===== src/rtl/tetris_pkg.sv =====
// rtl/tetris_pkg.sv - shared playfield types and default geometry
//
// Purpose: types and constants shared by the matrix memory responder and
// every executor that talks to it, so all agree on playfield geometry.
//   matrix_width_lp     default playfield columns (bits per row)
//   matrix_height_lp    default playfield rows
//   matrix_mem_state_e  bulk-clear sequencer states
package tetris_pkg;

  localparam int matrix_width_lp  = 16;
  localparam int matrix_height_lp = 32;

  typedef enum logic [1:0] {
    eIDLE  = 2'd0,
    eCLEAR = 2'd1,
    eDONE  = 2'd2
  } matrix_mem_state_e;

endpackage


===== src/rtl/matrix_row_scanner.sv =====
// rtl/matrix_row_scanner.sv - wrapping playfield row scan counter
//
// Purpose: free-running row address for the display path. The address
// advances every cycle and wraps from height_p-1 to 0; the row data is
// registered on the same edge so address and data stay paired.
// Ports:
//   clk_i        clock
//   reset_i      asynchronous active-high reset
//   next_data_i  contents of the row at next_addr_o (pre-edge value)
//   next_addr_o  row address the scanner moves to on the next edge
//   scan_addr_o  current scan row
//   scan_data_o  contents of scan_addr_o, captured when it was entered
//   frame_o      high while scan_addr_o is the last row
module matrix_row_scanner
  import tetris_pkg::*;
#(
  parameter int width_p  = matrix_width_lp,
  parameter int height_p = matrix_height_lp
) (
  input  logic                        clk_i,
  input  logic                        reset_i,
  input  logic [width_p-1:0]          next_data_i,
  output logic [$clog2(height_p)-1:0] next_addr_o,
  output logic [$clog2(height_p)-1:0] scan_addr_o,
  output logic [width_p-1:0]          scan_data_o,
  output logic                        frame_o
);

  localparam int addr_w_lp = $clog2(height_p);
  localparam logic [addr_w_lp-1:0] last_addr_lp = addr_w_lp'(height_p - 1);

  // Explicit wrap: height_p need not be a power of two.
  assign next_addr_o = (scan_addr_o == last_addr_lp) ? '0
                                                     : scan_addr_o + addr_w_lp'(1);

  // frame_o is registered from the next address so it lines up with
  // scan_addr_o without a comparator on the output path.
  always_ff @(posedge clk_i or posedge reset_i) begin
    if (reset_i) begin
      scan_addr_o <= '0;
      scan_data_o <= '0;
      frame_o     <= 1'b0;
    end else begin
      scan_addr_o <= next_addr_o;
      scan_data_o <= next_data_i;
      frame_o     <= (next_addr_o == last_addr_lp);
    end
  end

endmodule


===== src/rtl/matrix_mem_responder.sv =====
// rtl/matrix_mem_responder.sv - playfield matrix memory responder
//
// Purpose: holds the playfield as height_p rows of width_p bits (row 0 is
// the top). Offers a zero-latency read port, a synchronous write port, a
// bulk-clear sequencer, a free-running display scan and per-row full flags.
// Ports:
//   clk_i            clock
//   reset_i          asynchronous active-high reset (zeroes all rows)
//   clear_v_i        start bulk clear (sampled only in eIDLE)
//   ready_o          high when not clearing; writes accepted only then
//   clear_done_o     one-cycle pulse after the last row is cleared
//   mm_read_addr_i   read row address
//   mm_read_data_o   row contents, same cycle ('0 for out-of-range rows)
//   mm_write_addr_i  write row address (out-of-range ignored)
//   mm_write_data_i  write data
//   mm_write_v_i     write enable
//   scan_addr_o      display scan row
//   scan_data_o      contents of the scan row
//   frame_o          high while scan_addr_o is the last row
//   full_rows_o      bit r set when row r is all ones
//   top_occupied_o   row 0 is nonzero
module matrix_mem_responder
  import tetris_pkg::*;
#(
  parameter int width_p  = matrix_width_lp,
  parameter int height_p = matrix_height_lp,
  parameter bit debug_p  = 1'b1
) (
  input  logic                        clk_i,
  input  logic                        reset_i,
  input  logic                        clear_v_i,
  output logic                        ready_o,
  output logic                        clear_done_o,
  input  logic [$clog2(height_p)-1:0] mm_read_addr_i,
  output logic [width_p-1:0]          mm_read_data_o,
  input  logic [$clog2(height_p)-1:0] mm_write_addr_i,
  input  logic [width_p-1:0]          mm_write_data_i,
  input  logic                        mm_write_v_i,
  output logic [$clog2(height_p)-1:0] scan_addr_o,
  output logic [width_p-1:0]          scan_data_o,
  output logic                        frame_o,
  output logic [height_p-1:0]         full_rows_o,
  output logic                        top_occupied_o
);

  localparam int addr_w_lp = $clog2(height_p);
  localparam logic [addr_w_lp-1:0] last_addr_lp = addr_w_lp'(height_p - 1);

  logic [width_p-1:0]   mem_r [height_p];

  matrix_mem_state_e    state_r, state_n;
  logic [addr_w_lp-1:0] clear_addr_r, clear_addr_n;
  logic                 clear_en;
  logic                 write_en;

  logic [addr_w_lp-1:0] scan_next_addr;
  logic [width_p-1:0]   scan_next_data;

  // ---------------- clear sequencer: state register ----------------
  always_ff @(posedge clk_i or posedge reset_i) begin
    if (reset_i) begin
      state_r      <= eIDLE;
      clear_addr_r <= last_addr_lp;
    end else begin
      state_r      <= state_n;
      clear_addr_r <= clear_addr_n;
    end
  end

  // ---------------- clear sequencer: next state ----------------
  // Clearing runs bottom row first; row 0 is the last one zeroed, so a
  // clear always takes exactly height_p cycles.
  always_comb begin
    state_n      = state_r;
    clear_addr_n = clear_addr_r;
    unique case (state_r)
      eIDLE: begin
        if (clear_v_i) begin
          state_n      = eCLEAR;
          clear_addr_n = last_addr_lp;
        end
      end
      eCLEAR: begin
        if (clear_addr_r == '0) begin
          state_n      = eDONE;
          clear_addr_n = last_addr_lp;
        end else begin
          clear_addr_n = clear_addr_r - addr_w_lp'(1);
        end
      end
      eDONE: begin
        state_n = eIDLE;
      end
      default: begin
        state_n      = eIDLE;
        clear_addr_n = last_addr_lp;
      end
    endcase
  end

  // ---------------- clear sequencer: outputs ----------------
  always_comb begin
    ready_o      = 1'b1;
    clear_done_o = 1'b0;
    clear_en     = 1'b0;
    unique case (state_r)
      eIDLE:  ;
      eCLEAR: begin
        ready_o  = 1'b0;
        clear_en = 1'b1;
      end
      eDONE:  clear_done_o = 1'b1;
      default: ;
    endcase
  end

  // ---------------- storage ----------------
  // Writes presented while not ready are dropped, not queued.
  assign write_en = mm_write_v_i && ready_o && (mm_write_addr_i <= last_addr_lp);

  always_ff @(posedge clk_i or posedge reset_i) begin
    if (reset_i) begin
      for (int r = 0; r < height_p; r++) begin
        mem_r[r] <= '0;
      end
    end else if (clear_en) begin
      mem_r[clear_addr_r] <= '0;
    end else if (write_en) begin
      mem_r[mm_write_addr_i] <= mm_write_data_i;
    end
  end

  // Combinational read: sees pre-edge contents, so a same-cycle write to
  // the read row shows up only on the following cycle.
  assign mm_read_data_o = (mm_read_addr_i <= last_addr_lp) ? mem_r[mm_read_addr_i] : '0;

  always_comb begin
    full_rows_o = '0;
    for (int r = 0; r < height_p; r++) begin
      full_rows_o[r] = &mem_r[r];
    end
  end

  assign top_occupied_o = |mem_r[0];

  // ---------------- display scan ----------------
  assign scan_next_data = mem_r[scan_next_addr];

  matrix_row_scanner #(
    .width_p (width_p),
    .height_p(height_p)
  ) scanner (
    .clk_i      (clk_i),
    .reset_i    (reset_i),
    .next_data_i(scan_next_data),
    .next_addr_o(scan_next_addr),
    .scan_addr_o(scan_addr_o),
    .scan_data_o(scan_data_o),
    .frame_o    (frame_o)
  );

  // ---------------- debug-build sanity checks ----------------
  if (debug_p) begin : g_debug_checks
    always_ff @(posedge clk_i) begin
      if (!reset_i) begin
        assert (clear_addr_r <= last_addr_lp)
          else $error("clear address out of range: %0d", clear_addr_r);
        assert (state_r inside {eIDLE, eCLEAR, eDONE})
          else $error("illegal clear state: %0d", state_r);
      end
    end
  end

endmodule


===== config.mk =====
export PLATFORM = sky130hd
export DESIGN_NAME = matrix_mem_responder
export DESIGN_NICKNAME = d
export VERILOG_FILES = /design/src/rtl/tetris_pkg.sv /design/src/rtl/matrix_row_scanner.sv /design/src/rtl/matrix_mem_responder.sv
export SDC_FILE = /design/constraint.sdc
export NUM_CORES = 1
export LEC_CHECK = 0
export CAP_MARGIN = 10
export CORE_MARGIN = 8
export CORE_UTILIZATION = 56
export CTS_CLUSTER_DIAMETER = 80
export DETAILED_ROUTE_END_ITERATION = 7
export HOLD_SLACK_MARGIN = 0.02
export PLACE_DENSITY = 0.82
export SYNTH_ARGS = -nofsm -noshare
export SYNTH_HDL_FRONTEND = slang
export SYNTH_HIERARCHICAL = 1
export SYNTH_SLANG_ARGS = --single-unit

===== constraint.sdc =====
create_clock -name clk_i -period 21.7 [get_ports clk_i]
set_input_delay 6.51 -clock clk_i [delete_from_list [all_inputs] [get_ports clk_i]]
set_output_delay 6.51 -clock clk_i [all_outputs]
set_load 0.02 [all_outputs]

* Word level (Yosys, flattened, before mapping) *
Index checks and enable logic that the tools add are counted.

word-level totals
  register bits = 541
  word-level logic and storage cells = 126
  output and inout port bits = 73

cells by class
  eq/ne operators = 6
  reduce and logical (&&, ||, !) cells = 42
  add/subtract/negate cells = 2
  order comparisons = 8
  bitwise logic cells = 7
  mux-type cells = 24

operator list
  cell                                                 number
  two-way mux 512 bit                                  2
  AND 512 bit                                          1
  bitwise mux 512 bit                                  1
  NOT 512 bit                                          1
  AND reduction 16 bit                                 32
  binary-select mux 16 bit (select 5 bit)              2
  demux 16 bit (select 5 bit)                          2
  two-way mux 16 bit                                   7
  >= comparator 6 bit (second input constant)          4
  NOT 5 -> 6 bit                                       4
  OR reduction 16 bit                                  1
  two-way mux 5 bit                                    3
  case mux 5 bit (3 select lines)                      1
  < comparator 6 x 1 -> 1 bit (second input constant)  2
  == test 5 bit (second input constant)                2
  <= comparator 5 bit (second input constant)          2
  adder 5 x 1 -> 5 bit (second input constant)         1
  zero test 5 bit                                      1
  subtractor 5 x 1 -> 5 bit (second input constant)    1
  logical AND 1 bit                                    4
  two-way mux 2 bit                                    2
  inequality test 2 bit (second input constant)        2
  case mux 2 bit (2 select lines)                      1
  AND reduction 2 bit                                  2
  6 further kinds                                      8

* Logic depth before layout (Yosys ltp) *
Gate-level depths: netlist (run 1).

  depth after elaboration = 8
  gate-level depth with buffers = 11
  gate-level depth less buffers = 9

* Modules after synthesis *
Netlist (run 1), hierarchy kept.

by module, submodules not included
  module                cells an instance  seq. area each (µm²)  times used  area an instance (µm²)
  matrix_mem_responder  2616               12993.7               1           28992.8
  matrix_row_scanner    36                 550.5                 1           650.6

* Least setup slack after synthesis (run 1) *
OpenSTA, ideal clock, no wires.

  path type = input to output
  start point = in mm_read_addr_i[1]
  end point = out mm_read_data_o[10]
  stages = 8
  data arrival time = 7.880 ns
  path slack = 7.310 ns
  path buffers = 4
  cells stage by stage = clkbuf_1 buf_4 buf_2 buf_2 mux2i_1 a22oi_1 nand4_1 nand3_1

on the way
  longest elaborated chain between the ends = 5

RTL lines
  element                                                RTL line                     text
  from (decl)                                            matrix_mem_responder.sv:34   input logic [$clog2(height_p)-1:0] mm_read_addr_i,
  NOT 5 -> 6 bit (implied by the code)                   matrix_mem_responder.sv:135  assign mm_read_data_o = (mm_read_addr_i <= last_addr_lp) ? mem_r[mm_read_addr_i] : '0;
  binary-select mux 16 bit (select 5 bit)                matrix_mem_responder.sv:135
  two-way mux 16 bit (implied by the code) (2 in a row)  matrix_mem_responder.sv:135
  two-way mux 16 bit (*)                                 matrix_mem_responder.sv:135
  to (decl)                                              matrix_mem_responder.sv:35   output logic [width_p-1:0] mm_read_data_o,

Mark *: on every way between the ends. The rest lies on a longest branch, timed or not. The select of a mux whose other input is x is not followed.

* Worst setup path in the final report (run 1) *
  start point = in mm_read_addr_i[1]
  end point = out mm_read_data_o[2]

Same word-level chain as after synthesis.

==> metrics.md, run 1 <==
| Metric | Value |
|---|---|
| Status | complete, no violations |
| Fmax | 58.8 MHz |
| Commonest cells after routing, fill and taps aside | 560 x a22o_1, 536 x dfrtp_1, 513 x mux2i_1, 161 x nand4_1, 128 x a22oi_1 |
| RSZ-0062 raised after global routing | false |
| Cell Area, Synth | 29600 um^2 |
| Synth cell types | 49 |
| Die footprint | 60600 um^2 |
| Fin Hold WS | 492 ps |
| Die X | 246 um |
| Worst skew pair latency | 640 ps |
| Syn Nets | 2689 |
| Placed cell count | 3211 |
| VDD IR max | 0.0818 mV |
| CP max FO | 89 |
| Post-CTS Setup Inserts | 0 |
| Cts bufs inserted | 59 |
| Synth-to-layout area growth | 9.90% |
| Post-synth EDFFs | 0 |
| Synth Area in Compound Gates | 0.230 |
| Grt ovf | 0 |
| Starting Density | 0.565 |
| # clock sinks | 541 |
| HP Class | reg -> reg |
| Crit path cell chain | buf_8 > buf_4 > buf_4 > mux2i_1 > a22oi_1 > nand3_1 > nand3_1 > clkdlybuf4s50_1 |
| DRT Pass-1 Iters | 6 |
| Port bufs | 102 |
| Synthesized instance count | 2652 |
| Pwr/cell area | 94.4 nW/um^2 |
| Syn_area_per_cell | 11.2 um^2 |
| Die height | 246 um |
| Vias in the first global route | 24600 |
| Most common cell after layout, fill and taps aside | a22o_1 |
| Antenna-violating nets left | 0 |
| Setup Skew | 22.2 ps |
| Clock Tree Buf Depth | 3 |
| Nature of the critical path startpoint | primary input |
| GRT Total Usage | 0.361 |
| Post-CTS sizing | 0 |
| Vias | 25900 |
| Hold Buf Count CTS | 0 |
| Crit end category | output pin |
| Final net count | 2621 |
| Fin. Hold Viols | 0 |
| Flops & latches, synth | 541 |
| Drt via density | 7.81 |
| Critical path class | in -> out |
| Worst path max stage delay | 980 ps |
| Core Region | 52400 um^2 |
| Worst-Margin Slew | 1310 ps |
| Period Utilization, post-route | 0.784 |
| Clock period minus worst slack | 17010 ps |
| Layout cell share with drive strength beyond 1 | 0.0845 |
| DRT iter0 DRCs | 4303 |
| Slew margin rel. | 0.120 |
| CP Data Required Time | 15190 ps |
| CTS tree | built |
| Leakage | 0.0162 uW |
| Sequential area share after synthesis | 0.457 |
| Fin cells | 3316 |
| Initial antenna violation count | 6 |
| Post-Synth XOR/XNOR Area | 0.000886 |
| H-tree depth | 2 |
| CP arrival | 10500 ps |
| FFs w/ async S/R, synth | 1.00 |
| Detailed Place HPWL | 73600 um |
| Largest family of logic cells by synthesized area | compound AO/OA/AOI/OAI gates |
| Total Wirelength | 112000 um |
| Pwr Total | 3080 uW |
| DR DRC count | 0 |
| Slowest CP cell | buf_4 |
| Largest net degree at the start of global routing | 179 |
| Global-route wire length before repair | 167000 um |
| Post-Synth Adder-Cell Area | 0.00295 |
| Final Max Slew Viols | 0 |
| Clock slew seen by the registers of the worst setup and hold paths | 60 ps |
| Average wire per standard cell | 33.8 um |
| I/O Pins | 103 |
| Ys Warns | 6 |
| Prevailing post-synth register cell | dfrtp_1 |
| Max-Cap Viols | 0 |
| Final setup fails | 0 |
| Final weighted congestion in routability-driven placement | 0.999 |
| Cell row count | 84 |
| Mux cell area share after synthesis | 0.173 |
| Simple-Gate Fraction of Synth Area | 0.0945 |
| Clk root buf | clkbuf_16 |
| TNS Setup | 0 ps |
## registers in the layout, summed over array words and instances, names as in the netlist
signal               cells
clear_addr_r             5
scanner/scan_data_o     16
mem_r                  512
scanner/frame_o          1
state_r                  2
scanner/scan_addr_o      5
## report_power, final
group          switching (uW)  internal, uW  leakage, uW
registers                 230          1180      0.00741
logic                     352           260      0.00784
clock network             430           623     0.000981
total                    1010          2060       0.0162
## stage by stage
step                worst slack [ps]  cell area [um^2]  utilization
finish                          4690             32600        0.621
global route                    4690             32600        0.621
CTS                             4920             32600        0.621
detailed placement              4890             30600        0.583
global placement                4990             30600        0.583
floorplan                        700             29600            -
## Yosys cell counts (23+ instances only)
cell	instances	area [um^2]
a22oi_1	128	961
nand4_1	161	1010
dfrtp_1	536	13400
nand3_1	66	330
a21oi_2	23	201
nor3_1	34	170
a21oi_1	71	355
nor4_1	36	225
nand2_1	100	375
mux2i_1	513	5130
a31oi_1	33	206
clkbuf_1	138	518
buf_2	100	500
a22o_1	560	4900
## cell families (layout without fill, tap and decap cells)
group                    count (synthesis)  count (layout)
XOR/XNOR                                 3               3
AO/OA/AOI/OAI                          839             839
multiplexers                           513             513
buffers and inverters                  270             244
AND/OR/NAND/NOR                        479             479
other                                    0               2
adder cells (fa/ha/maj)                  7               7
flip-flops                             541             541
## cell type report
cell class / instances / area (um^2)
diodes: 2 / 5.00
clock buffers: 80 / 1690
clock inverters: 23 / 308
fillers: 4089 / 19900
inverters: 8 / 45.0
multi-input cells: 1841 / 14900
flip-flops and latches: 541 / 13500
well taps: 688 / 861
repair buffers: 133 / 1210
## layer usage
metal | global-route usage | vias to the layer above | wire length (um)
li1 | - | 10300 | -
met1 | 0.483 | 13000 | 42600
met5 | 0 | - | 207
met2 | 0.536 | 2127 | 48700
met3 | 0.0989 | 481 | 13500
met4 | 0.179 | 10 | 7250
## worst max-delay path, delay by kind of cell
kind | cells | cell delay, ps
mux | 1 | 180
buf+inv | 4 | 3030
simple gates | 2 | 250
compound gates | 1 | 260
## final timing paths
kind,from,to,slack [ps],depth (start not counted)
min reg2reg,state_r[0]$_DFFE_PP0P_,state_r[0]$_DFFE_PP0P_,490,1
max,mm_read_addr_i[1],mm_read_data_o[2],4690,8
min,state_r[0]$_DFFE_PP0P_,state_r[0]$_DFFE_PP0P_,490,1
max in group asynchronous,reset_i,mem_r[404]$_DFFE_PP0P_,12710,4
max reg2reg,scanner/scan_addr_o[0]$_DFF_PP0_,scanner/scan_data_o[3]$_DFF_PP0_,16850,9
min in group asynchronous,reset_i,mem_r[120]$_DFFE_PP0P_,6510,2
No activity file was read; power rests on OpenSTA's default activity.
==> run 2: changes to the inputs <==
CORE_UTILIZATION = 62   (was 56)
PLACE_DENSITY = 0.86   (was 0.82)
clock period = 16.3 ns   (was 21.7 ns; I/O delays follow)
==> run 2 against run 1 <==
The flow now finishes with violations (design-rule violations). Worst hold slack improved by 10 ps. Combinational power up 41%. Register-to-register slack got worse by 4400 ps. Clock skew down 2.9 ps. Non-clock buffer count grew 2. Final area increased by 0.26%. Die area is 9.1% lower. Critical path type unchanged. Critical endpoint is now mm_read_data_o[7]. Largest cell class unchanged.
==> metrics.md, run 2 (same netlist as run 1, synthesis figures left out) <==
| Metric | Value |
|---|---|
| Status | complete, but fails checks |
| Failing checks | design-rule violations |
| Top sig layer | met5 |
| Fmax | 73.3 MHz |
| RR Endpoint | scanner/scan_data_o[12]$_DFF_PP0_ |
| M1 WL | 39100 um (-8.3%) |
| Die X | 235 um (-4.6%) |
| R2R Path Start | scanner/scan_addr_o[0]$_DFF_PP0_ |
| Average wire per standard cell | 35.0 um (+3.3%) |
| Period Utilization, post-route | 0.837 |
| Setup Skew | 19.3 ps (-2.93 ps) |
| Nature of the critical path startpoint | primary input |
| CTS tree | built |
| Biggest regs | mem_r: 512 flops, scanner/scan_data_o: 16 flops |
| Metal3 WL | 19000 um (+41%) |
| Vias | 26500 (+2.3%) |
| Detailed Place HPWL | 73100 um (-0.73%) |
| Cell row count | 80 (-4.8%) |
| Port bufs | 102 (unchanged) |
| Post-CTS Setup Inserts | 0 (unchanged) |
| VDD IR max | 0.0932 mV (+14%) |
| Hold endpoint | state_r[0]$_DFFE_PP0P_ |
| Synth-to-layout area growth | 10.2% |
| TNS Setup | 0 ps (unchanged) |
| Global-route wire length before repair | 168000 um (+0.56%) |
| Clk root buf | clkbuf_16 |
| Critical path class | in -> out |
| Crit end category | output pin |
| DRT iter0 DRCs | 5142 (+19%) |
| CP arrival | 8750 ps (-1750 ps) |
| Core Region | 47400 um^2 (-9.5%) |
| CP max FO | 33 (-63%) |
| Final Max Slew Viols | 0 (unchanged) |
| CP Data Required Time | 11410 ps (-3780 ps) |
| Drt via density | 8.15 (+4.4%) |
| Leakage | 0.0163 uW (+0.54%) |
| Pwr/cell area | 130 nW/um^2 (+38%) |
| Clock slew seen by the registers of the worst setup and hold paths | 60 ps (about the same) |
| PnR worst setup slack | 2660 ps (-2030 ps) |
| Crit path launch | mm_read_addr_i[2] |
| GRT Total Usage | 0.396 (+0.0355) |
| Hold Path Origin | state_r[0]$_DFFE_PP0P_ |
| Final net count | 2621 (unchanged) |
| HP Class | reg -> reg |
| DRT Pass-1 Iters | 8 (+2) |
| DR DRC count | 2 (+2) |
| Commonest cells after routing, fill and taps aside | 560 x a22o_1, 536 x dfrtp_1, 513 x mux2i_1, 161 x nand4_1, 128 x a22oi_1 |
| Worst skew pair latency | 660 ps (+20 ps) |
| Max reg flops | 512 (unchanged) |
| FF-to-FF setup slack | 12410 ps (-4440 ps) |
| Fin. Hold Viols | 0 (unchanged) |
| Total Wirelength | 114000 um (+1.3%) |
| Hold Path Depth | 1 (unchanged) |
| Slew margin rel. | 0.144 (+0.0245) |
| Routed met2 length | 46000 um (-5.7%) |
| Cts bufs inserted | 57 (-3.4%) |
| I/O Pins | 103 (unchanged) |
| Largest Register | mem_r |
| Final core occ | 0.688 (+0.0673) |
| Final weighted congestion in routability-driven placement | 1.07 (+7.5%) |
| H-tree depth | 2 (unchanged) |
| Layout cell share with drive strength beyond 1 | 0.0862 (+0.00171) |
| Hold Buf Count CTS | 0 (unchanged) |
| Final setup fails | 0 (unchanged) |
| RSZ-0062 raised after global routing | false |
| Starting Density | 0.625 (+0.0596) |
| Largest net degree at the start of global routing | 115 (-36%) |
| Worst-Margin Slew | 1280 ps (-33.4 ps) |
| Post-CTS sizing | 0 (unchanged) |
| Worst reg2reg path depth | 9 (unchanged) |
| Die height | 235 um (-4.6%) |
| Place WS | 3030 ps (-1870 ps) |
| Initial antenna violation count | 6 (unchanged) |
| Antenna-violating nets left | 0 (unchanged) |
| Die footprint | 55100 um^2 (-9.1%) |
| Grt ovf | 0 (unchanged) |
| Max-Cap Viols | 0 (unchanged) |
| Vias in the first global route | 25400 (+3.5%) |
| # clock sinks | 541 (unchanged) |
| Most common cell after layout, fill and taps aside | a22o_1 |
| Clock period minus worst slack | 13640 ps |
| Clock Tree Buf Depth | 3 (unchanged) |
run 2: area by class of cell:
type                    instances  area [um^2]
multi-input cells            1841        14900
fillers                      3404        14800
flip-flops and latches        541        13500
clock buffers                  84         1710
repair buffers                135         1230
well taps                     615          769
clock inverters                23          448
inverters                       8         41.3
diodes                          3         7.51
run 2: per-stage QoR:
step	area, um^2	cells	hold slack, ps	power [uW]
after global placement	30500	3140	481	2670
after floorplan	29600	2652	463	2360
after detailed placement	30500	3140	496	2710
final	32700	3250	503	4260
after global routing	32700	3247	542	4360
after CTS	32700	3247	504	4190
run 2: where the power goes:
| group | internal (uW) | switching (uW) | leakage [uW] |
|---|---|---|---|
| logic | 348 | 517 | 0.00784 |
| registers | 1570 | 315 | 0.00741 |
| clock network | 929 | 577 | 0.00106 |
| total | 2850 | 1410 | 0.0163 |
run 2: per-layer routing:
metal,vias up,track usage
li1,10300,-
met1,12900,0.491
met2,2563,0.551
met3,722,0.190
met4,10,0.247
met5,-,0
run 2: worst max-delay path by stage:
stage / endpoint / cells past startpoint
final: mm_read_data_o[7] / 8
after global routing: mm_read_data_o[7] / 8
after CTS: mm_read_data_o[0] / 8
after detailed placement: mm_read_data_o[0] / 8
after global placement: mm_read_data_o[0] / 8
after floorplan: mem_r[0]$_DFFE_PP0P_ / 1
run 2: critical path, stage by stage:
cell and delay [ps]:
clkdlybuf4s50_1 640, nor2b_4 840, buf_4 520, a22o_1 190, nor3_1 50, a31oi_1 520
nand3_1 370, clkdlybuf4s50_1 640
